### src/rtl/jt49_bus_pkg.sv
// Shared bus codes and sequencer states for the PSG bus master and the PSG-side wrapper.
package jt49_bus_pkg;

  // {bdir,bc1} pin codes
  localparam logic [1:0] PIN_INACT = 2'b00;
  localparam logic [1:0] PIN_READ  = 2'b01;
  localparam logic [1:0] PIN_WRITE = 2'b10;
  localparam logic [1:0] PIN_LATCH = 2'b11;

  typedef enum logic [2:0] {
    ST_IDLE,
    ST_LATCH,
    ST_GAP1,
    ST_XFER,
    ST_GAP2
  } bus_state_e;

  function automatic logic [3:0] phase_load(input int unsigned len);
    return 4'(len - 1);
  endfunction

endpackage

### src/rtl/jt49_bus_tmr.sv
// Loadable 4-bit down-counter; done_o flags the final cycle of a timed phase.
module jt49_bus_tmr (
  input  logic       clk,
  input  logic       rst_n,
  input  logic       load_i,
  input  logic [3:0] load_val_i,
  output logic       done_o
);

  logic [3:0] cnt_q;

  always_ff @(posedge clk) begin
    if (!rst_n) begin
      cnt_q <= 4'd0;
    end else if (load_i) begin
      cnt_q <= load_val_i;
    end else if (cnt_q != 4'd0) begin
      cnt_q <= cnt_q - 4'd1;
    end
  end

  assign done_o = (cnt_q == 4'd0);

endmodule

### src/rtl/jt49_bus_master.sv
// Request/response front end that expands PSG register accesses into BDIR/BC1 bus sequences,
// optionally skipping the address latch when the target register is already latched.
module jt49_bus_master
  import jt49_bus_pkg::*;
#(
  parameter int PH         = 3,
  parameter int GAP        = 1,
  parameter int ADDR_CACHE = 1
) (
  input  logic       clk,
  input  logic       rst_n,
  input  logic       req_valid,
  output logic       req_ready,
  input  logic       req_rd,
  input  logic [3:0] req_addr,
  input  logic [7:0] req_data,
  output logic       rsp_valid,
  output logic [7:0] rsp_data,
  output logic       bdir,
  output logic       bc1,
  output logic [7:0] bus_dout,
  output logic       bus_oe,
  input  logic [7:0] bus_din
);

  generate
    if (PH < 2 || PH > 15) begin : g_bad_ph
      $error("jt49_bus_master: PH must be within 2..15");
    end
    if (GAP < 1 || GAP > 15) begin : g_bad_gap
      $error("jt49_bus_master: GAP must be within 1..15");
    end
  endgenerate

  localparam logic [3:0] PH_LOAD  = phase_load(PH);
  localparam logic [3:0] GAP_LOAD = phase_load(GAP);

  bus_state_e state_q;
  logic       ready_q;
  logic [1:0] pins_q;
  logic       oe_q;
  logic [7:0] dout_q;
  logic       rsp_valid_q;
  logic [7:0] rsp_data_q;
  logic       rd_q;
  logic [3:0] addr_q;
  logic [7:0] data_q;
  logic       cache_vld_q;
  logic [3:0] cache_addr_q;

  logic       handshake;
  logic       cache_hit;
  logic       tmr_load;
  logic [3:0] tmr_val;
  logic       tmr_done;

  assign handshake = req_valid && ready_q;
  assign cache_hit = (ADDR_CACHE != 0) && cache_vld_q && (cache_addr_q == req_addr);

  // The counter is reloaded on every state exit with the length of the state being entered:
  // LATCH and XFER are always followed by a gap, everything else by an active phase.
  assign tmr_load = (state_q == ST_IDLE) ? handshake : tmr_done;
  assign tmr_val  = (state_q == ST_LATCH || state_q == ST_XFER) ? GAP_LOAD : PH_LOAD;

  jt49_bus_tmr u_tmr (
    .clk        (clk),
    .rst_n      (rst_n),
    .load_i     (tmr_load),
    .load_val_i (tmr_val),
    .done_o     (tmr_done)
  );

  always_ff @(posedge clk) begin
    if (!rst_n) begin
      state_q      <= ST_IDLE;
      ready_q      <= 1'b0;
      pins_q       <= PIN_INACT;
      oe_q         <= 1'b0;
      dout_q       <= 8'h00;
      rsp_valid_q  <= 1'b0;
      rsp_data_q   <= 8'h00;
      rd_q         <= 1'b0;
      addr_q       <= 4'h0;
      data_q       <= 8'h00;
      cache_vld_q  <= 1'b0;
      cache_addr_q <= 4'h0;
    end else begin
      rsp_valid_q <= 1'b0;
      case (state_q)
        ST_IDLE: begin
          ready_q <= 1'b1;
          if (handshake) begin
            ready_q <= 1'b0;
            rd_q    <= req_rd;
            addr_q  <= req_addr;
            data_q  <= req_data;
            if (cache_hit) begin
              state_q <= ST_XFER;
              pins_q  <= req_rd ? PIN_READ : PIN_WRITE;
              oe_q    <= !req_rd;
              dout_q  <= req_rd ? 8'h00 : req_data;
            end else begin
              state_q <= ST_LATCH;
              pins_q  <= PIN_LATCH;
              oe_q    <= 1'b1;
              dout_q  <= {4'h0, req_addr};
            end
          end
        end
        ST_LATCH: begin
          if (tmr_done) begin
            state_q      <= ST_GAP1;
            pins_q       <= PIN_INACT;
            oe_q         <= 1'b0;
            dout_q       <= 8'h00;
            cache_vld_q  <= 1'b1;
            cache_addr_q <= addr_q;
          end
        end
        ST_GAP1: begin
          if (tmr_done) begin
            state_q <= ST_XFER;
            pins_q  <= rd_q ? PIN_READ : PIN_WRITE;
            oe_q    <= !rd_q;
            dout_q  <= rd_q ? 8'h00 : data_q;
          end
        end
        ST_XFER: begin
          if (tmr_done) begin
            state_q <= ST_GAP2;
            pins_q  <= PIN_INACT;
            oe_q    <= 1'b0;
            dout_q  <= 8'h00;
            if (rd_q) begin
              rsp_valid_q <= 1'b1;
              rsp_data_q  <= bus_din;
            end
          end
        end
        ST_GAP2: begin
          if (tmr_done) begin
            state_q <= ST_IDLE;
            ready_q <= 1'b1;
          end
        end
        default: begin
          state_q <= ST_IDLE;
          pins_q  <= PIN_INACT;
          oe_q    <= 1'b0;
          dout_q  <= 8'h00;
        end
      endcase
    end
  end

  assign req_ready = ready_q;
  assign bdir      = pins_q[1];
  assign bc1       = pins_q[0];
  assign bus_oe    = oe_q;
  assign bus_dout  = dout_q;
  assign rsp_valid = rsp_valid_q;
  assign rsp_data  = rsp_data_q;

endmodule

### config.mk
export PLATFORM = sky130hd
export DESIGN_NAME = jt49_bus_master
export DESIGN_NICKNAME = d
export VERILOG_FILES = /design/src/rtl/jt49_bus_pkg.sv /design/src/rtl/jt49_bus_tmr.sv /design/src/rtl/jt49_bus_master.sv
export SDC_FILE = /design/constraint.sdc
export NUM_CORES = 1
export LEC_CHECK = 0
export BUFFER_PORTS_ARGS = -buffer_cell sky130_fd_sc_hd__buf_4
export CORE_UTILIZATION = 55
export CTS_BUF_LIST = sky130_fd_sc_hd__clkbuf_4
export CTS_CLUSTER_SIZE = 20
export DETAILED_ROUTE_END_ITERATION = 8
export PLACE_DENSITY = 0.85
export SLEW_MARGIN = 20
export SYNTH_ARGS = -nofsm -noshare
export SYNTH_HDL_FRONTEND = slang
export SYNTH_SLANG_ARGS = --single-unit
### constraint.sdc
create_clock -name clk -period 4.5 [get_ports clk]
set_input_delay 0.9 -clock clk [delete_from_list [all_inputs] [get_ports clk]]
set_output_delay 0.9 -clock clk [all_outputs]
set_load 0.005 [all_outputs]
# After elaboration in Yosys (flattened, before gate mapping)
# Index checks and enable logic that the tools add are counted.
op_classes:
  n_addsub: 1
  eq_ne: 11
  n_mux: 34
  bitwise: 1
  reduce_logical: 18
op_table:
  columns: ["op", "count"]
  rows:
  - ["$mux 8", 6]
  - ["$pmux 8 s4", 1]
  - ["$mux 2", 8]
  - ["$mux 3", 5]
  - ["$pmux 3 s5", 1]
  - ["$ne 2x2->1 const B", 5]
  - ["$mux 1", 8]
  - ["$mux 4", 2]
  - ["$pmux 2 s4", 1]
  - ["$eq 3x2->1 const B", 2]
  - ["$reduce_and 2->1", 3]
  - ["$reduce_and 3->1", 2]
  - ["$reduce_and 5->1", 1]
  - ["$eq 4x4->1", 1]
  - ["$logic_not 4->1", 1]
  - ["$pmux 1 s4", 1]
  - ["$reduce_and 4->1", 1]
  - ["$reduce_bool 2->1", 2]
  - ["$reduce_bool 4->1", 1]
  - ["$sub 4x1->4 const B", 1]
  - ["$eq 3x1->1 const B", 1]
  - ["$eq 3x3->1 const B", 1]
  - ["$logic_not 3->1", 1]
  - ["$logic_and 1x1->1", 2]
  - ["6 further kinds", 7]
totals:
  reg_bits: 46
  inputBits: 24
  out_inout_bits: 21

# Logic depth before layout (Yosys ltp)
# Gate-level depths: netlist (run 1).
logic_depth:
  word_depth: 5
  ltp_mapped: 8
  depth_no_buf: 7

# Hierarchy
# From an unflattened synthesis (run 1), not the netlist that was laid out.
unflattened:
  hier_cells: 239
  area_unflattened_um2: 2095.8
modules_own_cells:
  columns: ["module", "instances", "cells_each", "area_per_inst_um2"]
  rows:
  - ["jt49_bus_master", 1, 216, 1865.5]
  - ["jt49_bus_tmr", 1, 23, 230.2]

# Worst setup path before layout (run 1)
# OpenSTA, ideal clock, no wires.
synth_timing:
  path_type: "input-to-reg"
  from: "input req_addr[2]"
  to: "register dout_q[0], in the netlist bus_dout[0]"
  t_arrival_ps: 1967
  required_ps: 4441
  slack_ps: 2474
  stages: 5
  cell_sequence: "xor2_1 -> nand3b_1 -> nor4_2 -> a22o_1 -> a221o_1"
synth_via:
  elab_chain_cells: 5
synth_lines:
  columns: ["element", "line", "source"]
  rows:
  - ["from (decl)", "jt49_bus_master.sv:15", "input logic [3:0] req_addr,"]
  - ["$eq 4x4->1", "jt49_bus_master.sv:58", "assign cache_hit = (ADDR_CACHE != 0) && cache_vld_q && (cache_addr_q == req_addr);"]
  - ["$logic_and 1x1->1", "jt49_bus_master.sv:58", null]
  - ["$mux 8", "jt49_bus_master.sv:97", "if (cache_hit) begin"]
  - ["$mux 8", "jt49_bus_master.sv:92", "if (handshake) begin"]
  - ["$pmux 8 s4", "jt49_bus_master.sv:89", "case (state_q)"]
  - ["to (signal assigned)", "jt49_bus_master.sv:101", "dout_q <= req_rd ? 8'h00 : req_data;"]
  - ["to (signal assigned)", "jt49_bus_master.sv:106", "dout_q <= {4'h0, req_addr};"]
  - ["to (signal assigned)", "jt49_bus_master.sv:125", "dout_q <= rd_q ? 8'h00 : data_q;"]
  - ["to (decl)", "jt49_bus_master.sv:42", "logic [7:0] dout_q;"]
# No other way between the ends. The select of a mux whose other input is x is not followed.
# A chain may end at the register's enable or synchronous reset.

# Worst setup path in the final report (run 1)
layout_timing:
  from: "register u_tmr.cnt_q[0]"
  to: "register dout_q[3], in the netlist bus_dout[3]"
layout_via:
  elab_chain_cells: 3
  elab_cells_between_ends: 4
  cone_classes: "eq/ne: 2; reduce/logical: 2"
layout_lines:
  columns: ["element", "line", "source"]
  rows:
  - ["from (decl)", "jt49_bus_tmr.sv:10", "logic [3:0] cnt_q;"]
  - ["from (signal assigned)", "jt49_bus_tmr.sv:16", "cnt_q <= load_val_i;"]
  - ["from (signal assigned)", "jt49_bus_tmr.sv:18", "cnt_q <= cnt_q - 4'd1;"]
  - ["$logic_not 4->1 (*)", "jt49_bus_tmr.sv:22", "assign done_o = (cnt_q == 4'd0);"]
  - ["$ne 2x1->1 (no line) / $ne 2x2->1 (equally long branches)", null, null]
  - ["$reduce_and 4->1 (no line) (*)", null, null]
# Every way passes the cells marked *; elsewhere a longest branch is shown, timed or not.

==> impl_metrics.env, run 1 <==
export IMPL_outcome="finished, final reports clean"
export IMPL_timing_clock_skew_ns=0.00796
export IMPL_stdcell_count=298
export IMPL_yosys_warnings=0
export IMPL_synth_largest_type_area_fraction_pct=45.4
export IMPL_row_count=21
export IMPL_setup_worst_path_end_class="flip-flop"
export IMPL_tritoncts="done"
export IMPL_netlist_cell_type_count=47
export IMPL_rsz0062_at_grt="no"
export IMPL_overall_fraction_of_global_route_tracks_in_use_pct=22.2
export IMPL_setup_viol=0
export IMPL_tightest_slew_ns=0.971
export IMPL_ant_nets=0
export IMPL_cts_buffers_inserted=5
export IMPL_root_buffer="sky130_fd_sc_hd__clkbuf_4"
export IMPL_route_met3_wl_um=139
export IMPL_synth_async_reset_ratio_pct=0
export IMPL_critical_path_arrival_ns=2.45
export IMPL_final_replace_weighted_congestion=0.785
export IMPL_place_port_buffers=44
export IMPL_final_nets=277
export IMPL_ys_top_cells_by_area="sky130_fd_sc_hd__dfxtp_1 (45%), sky130_fd_sc_hd__nand2_1 (7.2%), sky130_fd_sc_hd__mux2i_1 (6.1%)"
export IMPL_period_needed_ns=2.14
export IMPL_core_area_um2=3390
export IMPL_floorplan_initialDensity_pct=58.5
export IMPL_insertedDiodeCount=0
export IMPL_peakVddDrop_uv=250
export IMPL_grt_overflow_total=0
export IMPL_worst_setup_path_start_kind="flip-flop"
export IMPL_num_vias=1604
export IMPL_final_setup_tns_ns=0
export IMPL_timing_max_transition_violations_final=0
export IMPL_met1_length_mm=1.86
export IMPL_cts_setup_buffers=0
export IMPL_fp_dieW_um=62.0
export IMPL_numClockSinks=45
export IMPL_die_area_um2=3850
export IMPL_p_per_area_nw_per_um2=423
export IMPL_dr_first_iter_drc_count=63
export IMPL_postRouteWirelength_mm=3.84
export IMPL_dr_pass1_iters=4
export IMPL_synthesized_net_count=236
export IMPL_fmax_mhz=466
export IMPL_highest_signal_layer="met4"
export IMPL_critical_path_required_ns=4.81
export IMPL_post_synthesis_instance_area_um2=1980
export IMPL_grt_pass1_wl_mm=6.24
export IMPL_max_cap_violations=0
export IMPL_post_route_cells_drive_above_1_share_pct=24.2
export IMPL_post_synth_top_area_cell="sky130_fd_sc_hd__dfxtp_1"
export IMPL_cts_path_max_buffers=2
export IMPL_area_delta_synth_final_pct=19.2
export IMPL_first_global_vias=1437
export IMPL_post_dp_hpwl_mm=2.77
export IMPL_drt_wirelength_per_cell_um=12.9
export IMPL_design_portCount=45
export IMPL_ys_dominant_reg_cell="sky130_fd_sc_hd__dfxtp_1"
export IMPL_timing_worst_setup_path_type="flip-flop to flip-flop"
export IMPL_grt_antenna_before_repair=0
export IMPL_postCtsHoldBufs=0
export IMPL_syn_avg_cell_area_um2=9.44
export IMPL_synthesized_netlist_cell_count=210
export IMPL_chipHeight_um=62.0
export IMPL_met2_wl_mm=1.82
export IMPL_register_area_share_after_synthesis_pct=45.4
export IMPL_synth_enable_flop_cells=0
export IMPL_vias_per_cell=5.38
export IMPL_finalHoldViolations=0
export IMPL_cellLeakagePower_nw=0.918
export IMPL_pin_count_of_the_biggest_net_entering_global_routing=34
export IMPL_h_tree_depth=2
export IMPL_placedCellCount=290
export IMPL_max_slew_margin_rel_pct=34.3
export IMPL_ctsResizeCount=0
export IMPL_synth_seq_cells=45
export IMPL_finalCritPeriodShare_pct=47.6
export IMPL_drc=0
export IMPL_cp_max_fo=7
export IMPL_clk_insertion_delay_late_ns=0.36
export IMPL_worst_hold_path_type="flip-flop to flip-flop"
export IMPL_clk_transition_reported_paths_ns=0.12
export IMPL_fin_total_pwr_w=0.00100
==> path summary, 6_finish.rpt <==
kind	from	end	cells past startpoint	slack, ns
setup / recovery	u_tmr.cnt_q[0]$_SDFFE_PN0P_	bus_dout[3]$_SDFFE_PN0P_	7	2.36
hold reg to reg	data_q[7]$_SDFFE_PN0P_	bus_dout[7]$_SDFFE_PN0P_	2	0.47
setup reg to reg	u_tmr.cnt_q[0]$_SDFFE_PN0P_	bus_dout[3]$_SDFFE_PN0P_	7	2.36
hold / removal	data_q[7]$_SDFFE_PN0P_	bus_dout[7]$_SDFFE_PN0P_	2	0.47
==> state kept, by name, indices dropped and copies added, names as in the netlist, 3 cells and up <==
register	cells
data_q	8
state_q	3
addr_q	4
cache_addr_q	4
u_tmr.cnt_q	4
rsp_data	8
bus_dout	8
==> power breakdown <==
group          total [W]  leakage (nW)  internal (W)  switching (W)
clock network   0.000189        0.0354     0.0000657       0.000124
registers       0.000502         0.366      0.000454      0.0000480
logic           0.000310         0.517      0.000144       0.000165
total            0.00100         0.918      0.000663       0.000337
==> metrics by stage <==
stage	hold WS, ns	util [%]	setup WS [ns]	cell area, µm²
after floorplan	0.436	-	2.47	1980
after global placement	0.441	68.1	2.09	2310
after detailed placement	0.448	68.1	2.07	2310
after CTS	0.472	69.7	2.32	2360
after global routing	0.491	69.7	2.16	2360
final	0.468	69.7	2.36	2360
==> cells in the mapped netlist (all sizes together), types with 2 or more instances <==
master	n
dfxtp	45
nand2	38
a21boi	14
nor2b	13
mux2i	12
nor2	10
o21ai	9
a21oi	6
buf	6
xnor2	5
a22oi	4
clkbuf	4
nor3	4
a221o	3
a22o	3
inv	3
nand3	3
a211o	2
and3	2
ha	2
nand3b	2
or3	2
==> layer usage <==
layer,GRT usage (%),up-vias
li1,-,819
met1,29.6,750
met2,35.1,32
met3,6.83,3
met4,5.71,0
met5,0,-
==> layout by cell type, fill, tap and decap left out, types with 3 or more instances in the layout <==
cell type / n
sky130_fd_sc_hd__dfxtp_1: 45
sky130_fd_sc_hd__buf_4: 44
sky130_fd_sc_hd__nand2_1: 38
sky130_fd_sc_hd__a21boi_0: 14
sky130_fd_sc_hd__nor2b_1: 13
sky130_fd_sc_hd__mux2i_1: 12
sky130_fd_sc_hd__o21ai_0: 9
sky130_fd_sc_hd__nor2_1: 8
sky130_fd_sc_hd__a21oi_1: 6
sky130_fd_sc_hd__clkbuf_4: 6
sky130_fd_sc_hd__xnor2_1: 5
sky130_fd_sc_hd__a22oi_1: 4
sky130_fd_sc_hd__inv_1: 3
sky130_fd_sc_hd__nor3_1: 3
sky130_fd_sc_hd__a22o_1: 3
sky130_fd_sc_hd__a221o_1: 3
==> cells by family after synthesis <==
| logic type | synth area share [%] |
|---|---|
| compound gates | 16.8 |
| buf+inv | 3.72 |
| flops | 45.4 |
| simple gates | 23.5 |
| xor+xnor | 2.65 |
| fa+ha+maj | 1.26 |
| mux | 6.62 |
==> worst max-delay path, stage by stage, from the launching register on <==
cell and delay [ns]:
sky130_fd_sc_hd__dfxtp_1 0.34, sky130_fd_sc_hd__inv_1 0.10, sky130_fd_sc_hd__ha_1 0.18, sky130_fd_sc_hd__nor3b_2 0.39
sky130_fd_sc_hd__o22ai_1 0.16, sky130_fd_sc_hd__a211o_1 0.40, sky130_fd_sc_hd__nor2b_1 0.32, sky130_fd_sc_hd__a221o_1 0.20
==> area by class of cell <==
| cell class | count | area (µm²) |
|---|---|---|
| fill | 306 | 1030 |
| multi-input combinational | 152 | 1010 |
| inverter | 3 | 11.3 |
| tap | 46 | 57.6 |
| sequential | 45 | 901 |
| clock inverter | 2 | 10.0 |
| timing repair buffer | 44 | 330 |
| clock buffer | 6 | 45.0 |
Note: power is estimated with default switching activity, not from simulation.
==> run 2, diff against run 1 <==
CORE_UTILIZATION = 50   (was 55)
PLACE_DENSITY = 0.82   (was 0.85)
clock period = 1.83 ns   (was 4.5 ns; I/O delays follow)
==> impl_metrics.env, run 2 (synthesis results as in run 1) <==
export IMPL_placement_setup_worst_slack_ns=0.000393
export IMPL_max_slew_margin_rel_pct=70.5
export IMPL_max_cap_violations=0
export IMPL_cts_path_max_buffers=2
export IMPL_cts_buffers_inserted=5
export IMPL_cp_max_fo=10
export IMPL_filler_cell_count=327
export IMPL_chipHeight_um=65.0
export IMPL_area_delta_synth_final_pct=27.7
export IMPL_setup_worst_path_end_class="flip-flop"
export IMPL_dr_pass1_iters=4
export IMPL_ant_nets=0
export IMPL_grt_antenna_before_repair=0
export IMPL_rr_startpoint="state_q[0]$_SDFFE_PN0P_"
export IMPL_grt_pass1_wl_mm=6.94
export IMPL_drc=0
export IMPL_crit_path_max_incr_delay_ns=0.47
export IMPL_postRouteWirelength_mm=4.26
export IMPL_clk_insertion_delay_late_ns=0.35
export IMPL_place_port_buffers=44
export IMPL_postCtsHoldBufs=0
export IMPL_setup_viol=0
export IMPL_pin_count_of_the_biggest_net_entering_global_routing=20
export IMPL_overall_fraction_of_global_route_tracks_in_use_pct=21.2
export IMPL_tightest_slew_ns=0.442
export IMPL_final_replace_weighted_congestion=0.882
export IMPL_cellLeakagePower_nw=1.01
export IMPL_hold_depth=3
export IMPL_most_common_layout_cells="sky130_fd_sc_hd__buf_4 (57), sky130_fd_sc_hd__dfxtp_1 (44), sky130_fd_sc_hd__nand2_1 (38)"
export IMPL_vias_per_cell=5.31
export IMPL_fin_total_pwr_w=0.00272
export IMPL_finalCritPeriodShare_pct=93.6
export IMPL_timing_clock_skew_ns=0.00841
export IMPL_count_of_cells_along_the_worst_register_to_register_path=5
export IMPL_num_vias=1672
export IMPL_final_nets=292
export IMPL_first_global_vias=1607
export IMPL_finalHoldViolations=0
export IMPL_timing_final_ws_setup_ns=0.116
export IMPL_worstPathCellList="nor3_4 -> nand3_4 -> and3_4 -> a22o_1 -> a221o_1"
export IMPL_design_portCount=45
export IMPL_critical_path_required_ns=2.09
export IMPL_startpoint="state_q[0]$_SDFFE_PN0P_"
export IMPL_insertedDiodeCount=0
export IMPL_post_dp_hpwl_mm=3.17
export IMPL_core_area_um2=3740
export IMPL_grt_overflow_total=0
export IMPL_numClockSinks=45
export IMPL_dr_first_iter_drc_count=88
export IMPL_slowest_cell_on_the_critical_path="sky130_fd_sc_hd__dfxtp_1"
export IMPL_hold_start="req_data[7]"
export IMPL_p_per_area_nw_per_um2=1070
export IMPL_worst_setup_path_start_kind="flip-flop"
export IMPL_timing_worst_setup_path_type="flip-flop to flip-flop"
export IMPL_h_tree_depth=2
export IMPL_final_core_utilization_pct=67.6
export IMPL_floorplan_initialDensity_pct=53.0
export IMPL_root_buffer="sky130_fd_sc_hd__clkbuf_4"
export IMPL_tritoncts="done"
export IMPL_die_area_um2=4220
export IMPL_clk_transition_reported_paths_ns=0.13
export IMPL_drt_wirelength_per_cell_um=13.5
export IMPL_outcome="finished, final reports clean"
export IMPL_timing_max_transition_violations_final=0
export IMPL_peakVddDrop_uv=599
export IMPL_critical_path_arrival_ns=1.97
export IMPL_fp_dieW_um=65.0
export IMPL_post_route_cells_drive_above_1_share_pct=30.3
export IMPL_most_common_cell_after_layout_fill_and_taps_aside="sky130_fd_sc_hd__buf_4"
export IMPL_fmax_mhz=584
export IMPL_worst_hold_path_type="input pin to flip-flop"
export IMPL_row_count=22
export IMPL_period_needed_ns=1.71
==> run 2: cell count changes in the layout (fill, tap and decap cells not counted), sizes merged <==
cell / previous run / this run
buf: 44 / 59
clkbuf: 6 / 5
clkinv: 2 / 3
==> run 2: area by class of cell <==
type	count	area (µm²)	area share, %
clock buffer	5	37.5	1.48
clock inverter	3	17.5	0.692
inverter	3	11.3	0.445
multi-input combinational	152	1040	41.3
sequential	45	902	35.6
tap	48	60.1	2.37
timing repair buffer	59	459	18.1
==> run 2: worst max-delay path: cells and delay by family, from the launching register on <==
kind	cells	cell delay (ns)
flip-flops	1	0.47
AO/OA/AOI/OAI	2	0.48
AND/OR/NAND/NOR	3	0.67
==> run 2: final timing paths <==
| check | endpoint | slack [ns] |
|---|---|---|
| setup / recovery | bus_dout[3]$_SDFFE_PN0P_ | 0.12 |
| hold / removal | bus_dout[7]$_SDFFE_PN0P_ | 0.23 |
| setup reg to reg | bus_dout[3]$_SDFFE_PN0P_ | 0.12 |
| hold reg to reg | bus_dout[7]$_SDFFE_PN0P_ | 0.47 |
==> run 2: power by group <==
group / internal (W) / switching (W)
Combinational: 0.000535 / 0.000468
Sequential: 0.00112 / 0.000135
Clock: 0.000146 / 0.000315
Total: 0.00180 / 0.000918
==> run 2: layer usage <==
metal | GRT usage [%] | share of wire [%] | vias to the layer above
met5 | 0 | 0 | -
met4 | 7.50 | 0.87 | 0
met3 | 5.63 | 5.3 | 6
met2 | 37.2 | 51 | 46
met1 | 24.6 | 43 | 773
li1 | - | - | 847
==> run 2: repair_timing <==
item / in CTS / in global routing
pin swaps: 0 / 3
endpoints found under the setup margin: 3 / 24
buffers inserted: 0 / 1
gates resized for setup: 1 / 8
==> run 2: per-stage QoR <==
| stage | instances | cell area, µm² | hold slack [ns] | TNS [ns] |
|---|---|---|---|---|
| floorplan | 210 | 1990 | 0.436 | 0 |
| global placement | 306 | 2430 | 0.442 | 0 |
| detailed placement | 306 | 2430 | 0.451 | 0 |
| CTS | 314 | 2490 | 0.228 | 0 |
| global route | 315 | 2530 | 0.245 | -0.000160 |
| finish | 315 | 2530 | 0.233 | 0 |
==> run 3, diff against run 2 <==
CTS_BUF_LIST = sky130_fd_sc_hd__clkbuf_4 sky130_fd_sc_hd__clkbuf_8   (was sky130_fd_sc_hd__clkbuf_4)
==> impl_metrics.env, run 3 (synthesis results as in run 1) <==
export IMPL_tritoncts="done"
export IMPL_cts_buffers_inserted=5
export IMPL_overall_fraction_of_global_route_tracks_in_use_pct=21.5
export IMPL_peakVddDrop_uv=517
export IMPL_die_area_um2=4220
export IMPL_most_common_layout_cells="sky130_fd_sc_hd__buf_4 (57), sky130_fd_sc_hd__dfxtp_1 (44), sky130_fd_sc_hd__nand2_1 (38)"
export IMPL_outcome="finished, final reports clean"
export IMPL_final_nets=292
export IMPL_core_area_um2=3740
export IMPL_numClockSinks=45
export IMPL_fmax_mhz=584
export IMPL_most_common_cell_after_layout_fill_and_taps_aside="sky130_fd_sc_hd__buf_4"
export IMPL_finalCritPeriodShare_pct=93.5
export IMPL_timing_max_transition_violations_final=0
export IMPL_h_tree_depth=2
export IMPL_worst_setup_path_start_kind="flip-flop"
export IMPL_row_count=22
export IMPL_hold_depth=3
export IMPL_sw_pwr_w=0.000938
export IMPL_worst_hold_path_type="input pin to flip-flop"
export IMPL_cellInternalPower_w=0.00196
export IMPL_final_replace_weighted_congestion=0.882
export IMPL_dr_first_iter_drc_count=89
export IMPL_hold_worst_path_end="bus_dout[7]$_SDFFE_PN0P_"
export IMPL_critical_path_arrival_ns=1.91
export IMPL_insertedDiodeCount=0
export IMPL_max_slew_margin_rel_pct=68.9
export IMPL_slowest_cell_on_the_critical_path="sky130_fd_sc_hd__dfxtp_1"
export IMPL_switching_fraction_of_total_power_pct=32.4
export IMPL_worstPathCellList="nor3_4 -> nand3_4 -> and3_4 -> a22o_1 -> a221o_1"
export IMPL_clk_insertion_delay_late_ns=0.30
export IMPL_design_portCount=45
export IMPL_crit_path_max_incr_delay_ns=0.45
export IMPL_rr_startpoint="state_q[0]$_SDFFE_PN0P_"
export IMPL_drt_wirelength_per_cell_um=13.4
export IMPL_timing_worst_setup_path_type="flip-flop to flip-flop"
export IMPL_postRouteWirelength_mm=4.22
export IMPL_dr_pass1_iters=4
export IMPL_fp_dieW_um=65.0
export IMPL_root_buffer="sky130_fd_sc_hd__clkbuf_8"
export IMPL_num_vias=1686
export IMPL_final_core_utilization_pct=68.5
export IMPL_place_port_buffers=44
export IMPL_post_route_cells_drive_above_1_share_pct=30.7
export IMPL_count_of_cells_along_the_worst_register_to_register_path=5
export IMPL_ant_nets=0
export IMPL_cellLeakagePower_nw=1.02
export IMPL_cts_path_max_buffers=2
export IMPL_final_setup_tns_ns=0
export IMPL_timing_clock_skew_ns=0.00563
export IMPL_clk_transition_reported_paths_ns=0.08
export IMPL_floorplan_initialDensity_pct=53.0
export IMPL_post_dp_hpwl_mm=3.17
export IMPL_power_share_clock_pct=22.2
export IMPL_area_delta_synth_final_pct=29.3
export IMPL_ff2ff_setup_slack_ns=0.12
export IMPL_hold_start="req_data[7]"
export IMPL_period_needed_ns=1.71
export IMPL_finalHoldViolations=0
export IMPL_setup_worst_path_end_class="flip-flop"
export IMPL_grt_pass1_wl_mm=6.97
export IMPL_filler_cell_count=313
export IMPL_vias_per_cell=5.35
export IMPL_p_per_area_nw_per_um2=1130
export IMPL_critical_path_required_ns=2.02
export IMPL_setup_viol=0
export IMPL_first_global_vias=1610
export IMPL_drc=0
export IMPL_power_sequential_fraction_pct=43.2
export IMPL_rsz0062_at_grt="no"
export IMPL_timing_rr_end="bus_dout[3]$_SDFFE_PN0P_"
export IMPL_share_comb_of_total_power_pct=34.5
export IMPL_grt_overflow_total=0
export IMPL_grt_antenna_before_repair=0
export IMPL_cp_max_fo=10
export IMPL_pin_count_of_the_biggest_net_entering_global_routing=20
export IMPL_max_cap_violations=0
export IMPL_tightest_slew_ns=0.463
export IMPL_chipHeight_um=65.0
==> run 3: how the worst max path moves through the flow <==
stage,from,endpoint,cells after the start
after floorplan,u_tmr.cnt_q[0]$_SDFFE_PN0P_,bus_dout[0]$_SDFFE_PN0P_,8
after global placement,u_tmr.cnt_q[0]$_SDFFE_PN0P_,bus_dout[0]$_SDFFE_PN0P_,7
after detailed placement,u_tmr.cnt_q[0]$_SDFFE_PN0P_,bus_dout[3]$_SDFFE_PN0P_,7
after CTS,u_tmr.cnt_q[0]$_SDFFE_PN0P_,bus_dout[3]$_SDFFE_PN0P_,7
after global routing,u_tmr.cnt_q[1]$_SDFFE_PN0P_,cache_addr_q[2]$_SDFFE_PN0P_,8
final,state_q[0]$_SDFFE_PN0P_,bus_dout[3]$_SDFFE_PN0P_,5
==> run 3: repair_timing <==
item	in CTS	in global routing
gates resized for setup	1	7
cloned	0	0
buffers inserted	0	1
hold buffers	0	0
pin swaps	0	2
setup endpoints to repair	3	24
==> run 3: worst max-delay path, delay by kind of cell (launching register included) <==
family             cells  cell delay (ns)
AOI/OAI and AO/OA      2             0.48
and+or+nand+nor        3             0.67
DFF                    1             0.45
==> run 3: routing by layer <==
| layer | vias up | track usage (%) | part of all wire (%) |
|---|---|---|---|
| met5 | - | 0 | 0 |
| met4 | 0 | 10.0 | 1.9 |
| met3 | 8 | 6.34 | 5.4 |
| met2 | 58 | 35.9 | 49 |
| met1 | 775 | 24.9 | 44 |
| li1 | 845 | - | - |
==> run 3: final cells by class <==
type | count | area [µm²] | area share [%]
multi-input cells | 152 | 1040 | 40.4
flip-flops and latches | 45 | 902 | 35.2
inverters | 3 | 11.3 | 0.439
repair buffers | 59 | 459 | 17.9
well taps | 48 | 60.1 | 2.34
clock buffers | 6 | 82.6 | 3.22
clock inverters | 2 | 13.8 | 0.537
==> run 3: power groups by stage <==
| stage | clock [W] | sequential [W] | combinational, W |
|---|---|---|---|
| 2_1_floorplan | 0 | 0.00122 | 0.000611 |
| 3_3_place_gp | 0 | 0.00126 | 0.000916 |
| 3_5_place_dp | 0 | 0.00127 | 0.000936 |
| 4_1_cts | 0.000666 | 0.00124 | 0.000939 |
| 5_1_grt | 0.000711 | 0.00127 | 0.00112 |
| 6_report | 0.000644 | 0.00125 | 0.00100 |
==> run 3: per-stage QoR <==
stage | power (W) | instances | hold slack [ns] | instance area, µm² | worst slack, ns
global route | 0.00310 | 315 | 0.307 | 2560 | 0.00751
detailed placement | 0.00220 | 306 | 0.451 | 2430 | 0.000393
global placement | 0.00218 | 306 | 0.442 | 2430 | 0.110
floorplan | 0.00183 | 210 | 0.436 | 1990 | 0.0291
CTS | 0.00285 | 314 | 0.284 | 2530 | 0.0225
finish | 0.00290 | 315 | 0.287 | 2560 | 0.119
